$ cat config.mk
export PLATFORM = sky130hd
export DESIGN_NAME = photo_sensor_frontend
export DESIGN_NICKNAME = d
export VERILOG_FILES = /design/src/rtl/photo_sensor_frontend.sv
export SDC_FILE = /design/constraint.sdc
export NUM_CORES = 1
export LEC_CHECK = 0
export ABC_AREA = 1
export BUFFER_PORTS_ARGS = -buffer_cell sky130_fd_sc_hd__buf_2
export CORE_ASPECT_RATIO = 1.5
export CORE_MARGIN = 4
export CORE_UTILIZATION = 49
export DETAILED_ROUTE_END_ITERATION = 10
export GPL_ROUTABILITY_DRIVEN = 1
export PLACE_DENSITY = 0.79
export SLEW_MARGIN = 20
export SYNTH_ARGS = -nofsm -noshare
export SYNTH_HDL_FRONTEND = slang
export SYNTH_SLANG_ARGS = --single-unit
export TNS_END_PERCENT = 30
$ cat constraint.sdc
create_clock -name clk -period 1 [get_ports clk]
set_input_delay 0.2 -clock clk [delete_from_list [all_inputs] [get_ports clk]]
set_output_delay 0.2 -clock clk [all_outputs]
set_load 0.03 [all_outputs]
$ cat src/rtl/photo_sensor_frontend.sv
// Photocell conditioning: sync + debounce + falling-edge event, gated by full/empty, enter/exit serialized.
// Latency: strobe DB_CYCLES+2 edges after the raw level is first sampled; no backpressure, events never stall.

module photo_sensor_debounce #(
    parameter int DB_CYCLES = 4
) (
    input  logic clk,
    input  logic reset,
    input  logic rawIn,
    output logic stable,
    output logic fall
);

    localparam logic [3:0] DB_LAST = 4'(DB_CYCLES - 1);

    logic [1:0] syncQ;
    logic [3:0] cnt;
    logic       stableDly;

    always_ff @(posedge clk or negedge reset) begin
        if (!reset) begin
            syncQ <= 2'b11;
        end else begin
            syncQ <= {syncQ[0], rawIn};
        end
    end

    // Level must disagree with stable for DB_CYCLES consecutive edges before it is taken.
    always_ff @(posedge clk or negedge reset) begin
        if (!reset) begin
            cnt    <= 4'd0;
            stable <= 1'b1;
        end else if (syncQ[1] == stable) begin
            cnt <= 4'd0;
        end else if (cnt == DB_LAST) begin
            stable <= syncQ[1];
            cnt    <= 4'd0;
        end else begin
            cnt <= cnt + 4'd1;
        end
    end

    always_ff @(posedge clk or negedge reset) begin
        if (!reset) begin
            stableDly <= 1'b1;
        end else begin
            stableDly <= stable;
        end
    end

    assign fall = stableDly & ~stable;

endmodule

module photo_sensor_frontend #(
    parameter int DB_CYCLES = 4
) (
    input  logic       clk,
    input  logic       reset,
    input  logic       a_raw,
    input  logic       b_raw,
    input  logic       full,
    input  logic       empty,
    output logic       enter_pulse,
    output logic       exit_pulse,
    output logic       enter_reject,
    output logic       exit_reject,
    output logic       a_stable,
    output logic       b_stable,
    output logic [7:0] enter_total
);

    typedef enum logic {
        IDLE       = 1'b0,
        HOLD_ENTER = 1'b1
    } arbState_t;

    arbState_t state;
    arbState_t nextState;
    logic      evA;
    logic      evB;
    logic      issueEnter;
    logic      issueExit;

    photo_sensor_debounce #(.DB_CYCLES(DB_CYCLES)) debounceA (
        .clk    (clk),
        .reset  (reset),
        .rawIn  (a_raw),
        .stable (a_stable),
        .fall   (evA)
    );

    photo_sensor_debounce #(.DB_CYCLES(DB_CYCLES)) debounceB (
        .clk    (clk),
        .reset  (reset),
        .rawIn  (b_raw),
        .stable (b_stable),
        .fall   (evB)
    );

    always_ff @(posedge clk or negedge reset) begin
        if (!reset) begin
            state <= IDLE;
        end else begin
            state <= nextState;
        end
    end

    // Exit wins a tie so the held enter sees the occupancy after the departure.
    always_comb begin
        nextState  = state;
        issueEnter = 1'b0;
        issueExit  = 1'b0;
        case (state)
            IDLE: begin
                if (evA && evB) begin
                    issueExit = 1'b1;
                    nextState = HOLD_ENTER;
                end else if (evB) begin
                    issueExit = 1'b1;
                end else if (evA) begin
                    issueEnter = 1'b1;
                end
            end
            HOLD_ENTER: begin
                issueEnter = 1'b1;
                nextState  = IDLE;
            end
            default: nextState = IDLE;
        endcase
    end

    always_ff @(posedge clk or negedge reset) begin
        if (!reset) begin
            enter_pulse  <= 1'b0;
            enter_reject <= 1'b0;
            exit_pulse   <= 1'b0;
            exit_reject  <= 1'b0;
            enter_total  <= 8'd0;
        end else begin
            enter_pulse  <= issueEnter & ~full;
            enter_reject <= issueEnter & full;
            exit_pulse   <= issueExit & ~empty;
            exit_reject  <= issueExit & empty;
            if (issueEnter && !full) begin
                enter_total <= enter_total + 8'd1;
            end
        end
    end

endmodule

Word level (Yosys, flattened, before mapping)

Index checks and enable logic that the tools add are counted.

Input port bits: 6
Bits in registers: 29

Equal/unequal tests: 4
Add/subtract/negate cells: 3
Bitwise operators: 13
Reductions and logical operators: 5
Muxes and demuxes: 13

Operators with widths:

| kind                                                            | number |
|---|---|
| 4-bit two-way mux                                               | 4 |
| 4-bit by 1-bit adder with 4-bit output, second input constant   | 2 |
| 8-bit by 1-bit adder with 8-bit output, second input constant   | 1 |
| 4-bit by 2-bit == test with 1-bit output, second input constant | 2 |
| 1-bit two-way mux                                               | 7 |
| 1-bit NOT                                                       | 7 |
| 1-bit AND                                                       | 6 |
| 1-bit case mux with 2 select lines                              | 2 |
| 2-bit AND reduction                                             | 2 |
| 1-bit == test                                                   | 2 |
| 1-bit logical AND                                               | 2 |
| 1-bit zero test                                                 | 1 |

Logic depth before layout (Yosys ltp)

Word-level depth: 7
Mapped depth: 7

By module

A second synthesis with hierarchy kept.

Cell total of the unflattened synthesis: 132
Area, all modules: 1285.0 µm²

By module, submodules not included:

| module                | sequential area each (µm²) | instances | cells each | area an instance (µm²) |
|---|---|---|---|---|
| photo_sensor_debounce | 205.2                      | 2         | 31         | 324.1 |
| photo_sensor_frontend | 325.3                      | 1         | 70         | 636.9 |

Worst setup path after synthesis

OpenSTA, ideal clock, no wires.

Path kind: register to register
From: reg enter_total[1]
To: reg enter_total[4]
Period minus slack after synthesis: 1322 ps
Library setup time: 120 ps
Arrival time: 1202 ps
Buffers on the path: 0
Cell stages (with the launch flop): 7
Required time: 880 ps
Slack: -322 ps
Cells stage by stage: dfrtp_1 > ha_1 > nand3_2 > nand2_1 > inv_1 > o21ai_1 > nand2_1

Word-level cells in the longest chain between the ends: 1

Ends and longest elaborated chain:

| element                                | RTL line | text |
|---|---|---|
| start: declaration                     | 70       | `output logic [7:0] enter_total` |
| start signal: assignment               | 146      | `enter_total <= enter_total + 8'd1;` |
| 8-bit by 1-bit adder with 8-bit output | 146      |  |

No other way between the ends.
A chain may end at the register's enable or synchronous reset.

Worst setup path in the final report

From: reg debounceA.stable
To: out a_stable

RTL lines:

| element                  | RTL line | text |
|---|---|---|
| start: declaration       | 10       | `output logic stable,` |
| start signal: assignment | 36       | `stable <= syncQ[1];` |
| end: declaration         | 68       | `output logic a_stable,` |

No word-level cell between the ends.

==> summary.md <==
| Metric | Value |
|---|---|
| Total detailed-routing wirelength | 3.440 mm |
| Hold Fails Final Rpt | 0 |
| Share of cells above drive strength 1 | 53.30% |
| Hold crit path type | in -> reg |
| Skew final | 20.42 ps |
| Pre-antenna DRT Iters | 4 |
| Setup violators final | 37 |
| First-pass GRT wire length | 5.181 mm |
| Fmax | 0.7693 GHz |
| TritonCTS buffer count | 5 |
| Worst path cell trace | buf_6, buf_6 |
| Die Ht | 69.89 um |
| WP buf/inv | 2 |
| DR iter-0 viols | 27 |
| Global routing usage on met2 | 34.63% |
| IO Pins | 20 |
| Slowest cell on the critical path | dfstp_2 |
| CP delay by family, top | flip-flops |
| GR Util met1 | 19.75% |
| Post-synthesis register bit count | 29 |
| Fin. max-slew vios | 0 |
| Sum Neg Setup Slack | -5847 ps |
| Antenna-violating nets left | 0 |
| Final net count | 190 |
| Worst path required time | 800 ps |
| Worst Hold Path Cells | 2 |
| Top cells by area, synth | dfrtp_1, dfstp_2, nand2_1 |
| Met3 Usage GRT | 5.330% |
| Syn_nets | 134 |
| Remaining Overflow, GRT | 0 |
| Largest area contributor in the synthesized netlist | dfrtp_1 |
| Max FO, Critical Path | 2 |
| Cell count after synthesis | 125 |
| Max_slew headroom | 81.69% |
| Max_cap viols | 0 |
| Fin cells | 206 |
| WP data arrival | 1100 ps |
| Post-Place Cells | 179 |
| GRT Total Usage | 20.05% |
| Filler Cells Inserted | 141 |
| Synth top area share | 42.00% |
| Via count | 1104 |
| Max stage delay on crit path | 550 ps |
| Number of global-route vias before repair | 1227 |
| Final worst path period need | 1300 ps |
| Top Usage Layer GRT | met2 |
| Period utilization | 130.0% |
| Most used cell, CP | buf_6 |
| Critical path launch point type | flip-flop |
| Initial antenna violation count | 0 |
| Leak pwr | 0.0009378 uW |
| Flop2flop setup slack | -290 ps |
| Layout area overhead | 53.70% |
| Cell Area, Synth | 1251 um2 |
| CTS clk-pin slew, worst paths | 100 ps |
| Clk root buf | clkbuf_4 |
| Syn Area/Cell | 10.01 um2 |
| Unrepaired setup endpoints after global routing | true |
| Core ar. | 2450 um2 |
| Synth warn | 0 |
| Setup Crit Path Kind | reg -> out |
| Largest net degree at the start of global routing | 20 |
| Site Rows | 22 |
| DP Wirelength | 1.808 mm |
| Reg2reg path depth | 7 |
| Die X | 49.26 um |
| Die area | 3443 um2 |
| RePlAce Congestion | 0.7317 |
| Diodes inserted | 0 |
| Count of distinct cell types in the synthesized netlist | 19 |
| Starting Density | 51.07% |
| CTS tree | done |
| Clock Latency Late Sink | 330 ps |
| Pwr/cell area | 2811 nW/um2 |
| Slew @ Worst Pin | 272.8 ps |
| Vias per cell | 5.359 |
| H-tree depth | 2 |
| DR WL/cell | 16.70 um |
| Max Root-Sink Buffers | 2 |
| Failing checks | negative setup slack |
| Worst path depth | 2 |
| Max VDD drop | 0.001845 V |
| Critical Path Sink Type | output pin |
| TritonCTS Sinks | 29 |
| Status | complete, but fails checks |
| Worst setup margin | -300.0 ps |
| Buffers added on ports | 19 |
| DRC violations left | 0 |
| Seq/Total Area, Yosys | 58.80% |
flip-flops by register name, indices dropped and copies added, names as in the netlist:
signal               count
debounceA.cnt            4
debounceA.stable         1
debounceA.stableDly      1
debounceA.syncQ          2
debounceB.cnt            4
debounceB.stable         1
debounceB.stableDly      1
debounceB.syncQ          2
enter_pulse              1
enter_reject             1
enter_total              8
exit_pulse               1
exit_reject              1
state                    1
cell type report:
cell class	instances	area (um2)	share of cell area, %
Sequential cell	29	739.5	38.45
Multi-Input combinational cell	86	596.8	31.03
Timing Repair Buffer	48	454.2	23.62
Clock buffer	8	58.81	3.058
Inverter	11	43.79	2.277
Tap cell	24	30.03	1.561
logic make-up (layout without fill, tap and decap cells):
logic type               count (synthesis)  after routing  synth area share, %
AO/OA/AOI/OAI                            7              7                2.800
buffers and inverters                   11             67                3.300
adder cells (fa/ha/maj)                  3              3                3.000
AND/OR/NAND/NOR                         67             68                26.50
flip-flops                              29             29                58.80
XOR/XNOR                                 8              8                5.600
metrics by stage:
stage          hold slack [ps]  setup slack (ps)  instance area (um2)  total power [uW]  util, %
3_5_place_dp             89.57            -126.7                 1499              3573    61.18
2_1_floorplan           -95.59            -194.1                 1279              2955        -
4_1_cts                  31.29            -297.8                 1808              4917    73.80
6_report                 41.34            -300.0                 1923              5407    78.50
5_1_grt                  26.56            -362.0                 1923              5727    78.50
3_3_place_gp             81.80            -82.74                 1499              3494    61.18
report_power, final:
group          total, uW  internal (uW)  switching, uW
sequential          1810           1560            255
combinational       2850           1360           1490
clock                742            347            395
layer usage:
metal / share of wire, % / vias to the layer above
met3: 4.3 / 19
met4: 6.0 / 0
li1: - / 500
met2: 55 / 47
met5: 0 / -
met1: 34 / 538
synthesized netlist by cell type:
master and number:
xor2_1 5, dfstp_2 8, nand3_1 3, nor2_8 1
nand3_4 1, xnor2_1 3, o21ai_1 5, nor2_1 17
nand2_4 1, nand2_2 3, ha_1 3, and2_1 2
nor2_2 3, nand2_1 33, a21oi_1 2, inv_1 9
dfrtp_1 21, nand3_2 3, inv_2 2
path summary, 6_finish.rpt:
check	from	endpoint
worst max-delay path	debounceA.stable	a_stable
worst min-delay path	empty	exit_pulse
worst max register to register	debounceB.stable	enter_total[4]
worst min register to register	debounceB.syncQ[0]	debounceB.syncQ[1]
max in group asynchronous	reset	debounceB.syncQ[0]
min in group asynchronous	reset	debounceA.cnt[3]
what timing repair did:
| action | CTS | global route |
|---|---|---|
| endpoints found under the setup margin | 29 | 37 |
| pin swaps | 10 | 12 |
| resized for setup | 37 | 24 |
| gates cloned | 0 | 1 |
| buffers inserted | 13 | 2 |
| hold endpoints to repair | 12 | 0 |
| hold buffers | 3 | 0 |
cells in the final DEF (no fill, tap or decap), types with 2 or more instances in the layout:
master / Yosys / routed
nor2_1: 17 / 16
o21ai_2: 0 / 3
nand2_1: 33 / 24
clkbuf_4: 0 / 5
nand3_4: 1 / 3
o21ai_1: 5 / 2
ha_4: 0 / 2
xor2_2: 0 / 2
dfrtp_1: 21 / 18
inv_1: 9 / 8
nor2_2: 3 / 4
xnor2_1: 3 / 3
clkbuf_1: 0 / 2
nand3_2: 3 / 2
inv_2: 2 / 2
dfrtp_2: 0 / 3
and2_1: 2 / 2
buf_4: 0 / 16
nand2_4: 1 / 4
buf_6: 0 / 23
dfstp_2: 8 / 8
nand2_2: 3 / 9
buf_2: 0 / 5
dlygate4sd3_1: 0 / 3
xor2_1: 5 / 3
nand3_1: 3 / 3
worst reg2reg max path: cells and delay by family (launching register included):
kind,cells,cell delay [ps]
flops,1,560
simple gates,4,420
compound gates,1,90
buf+inv,2,160
(Power assumes the default switching activity.)
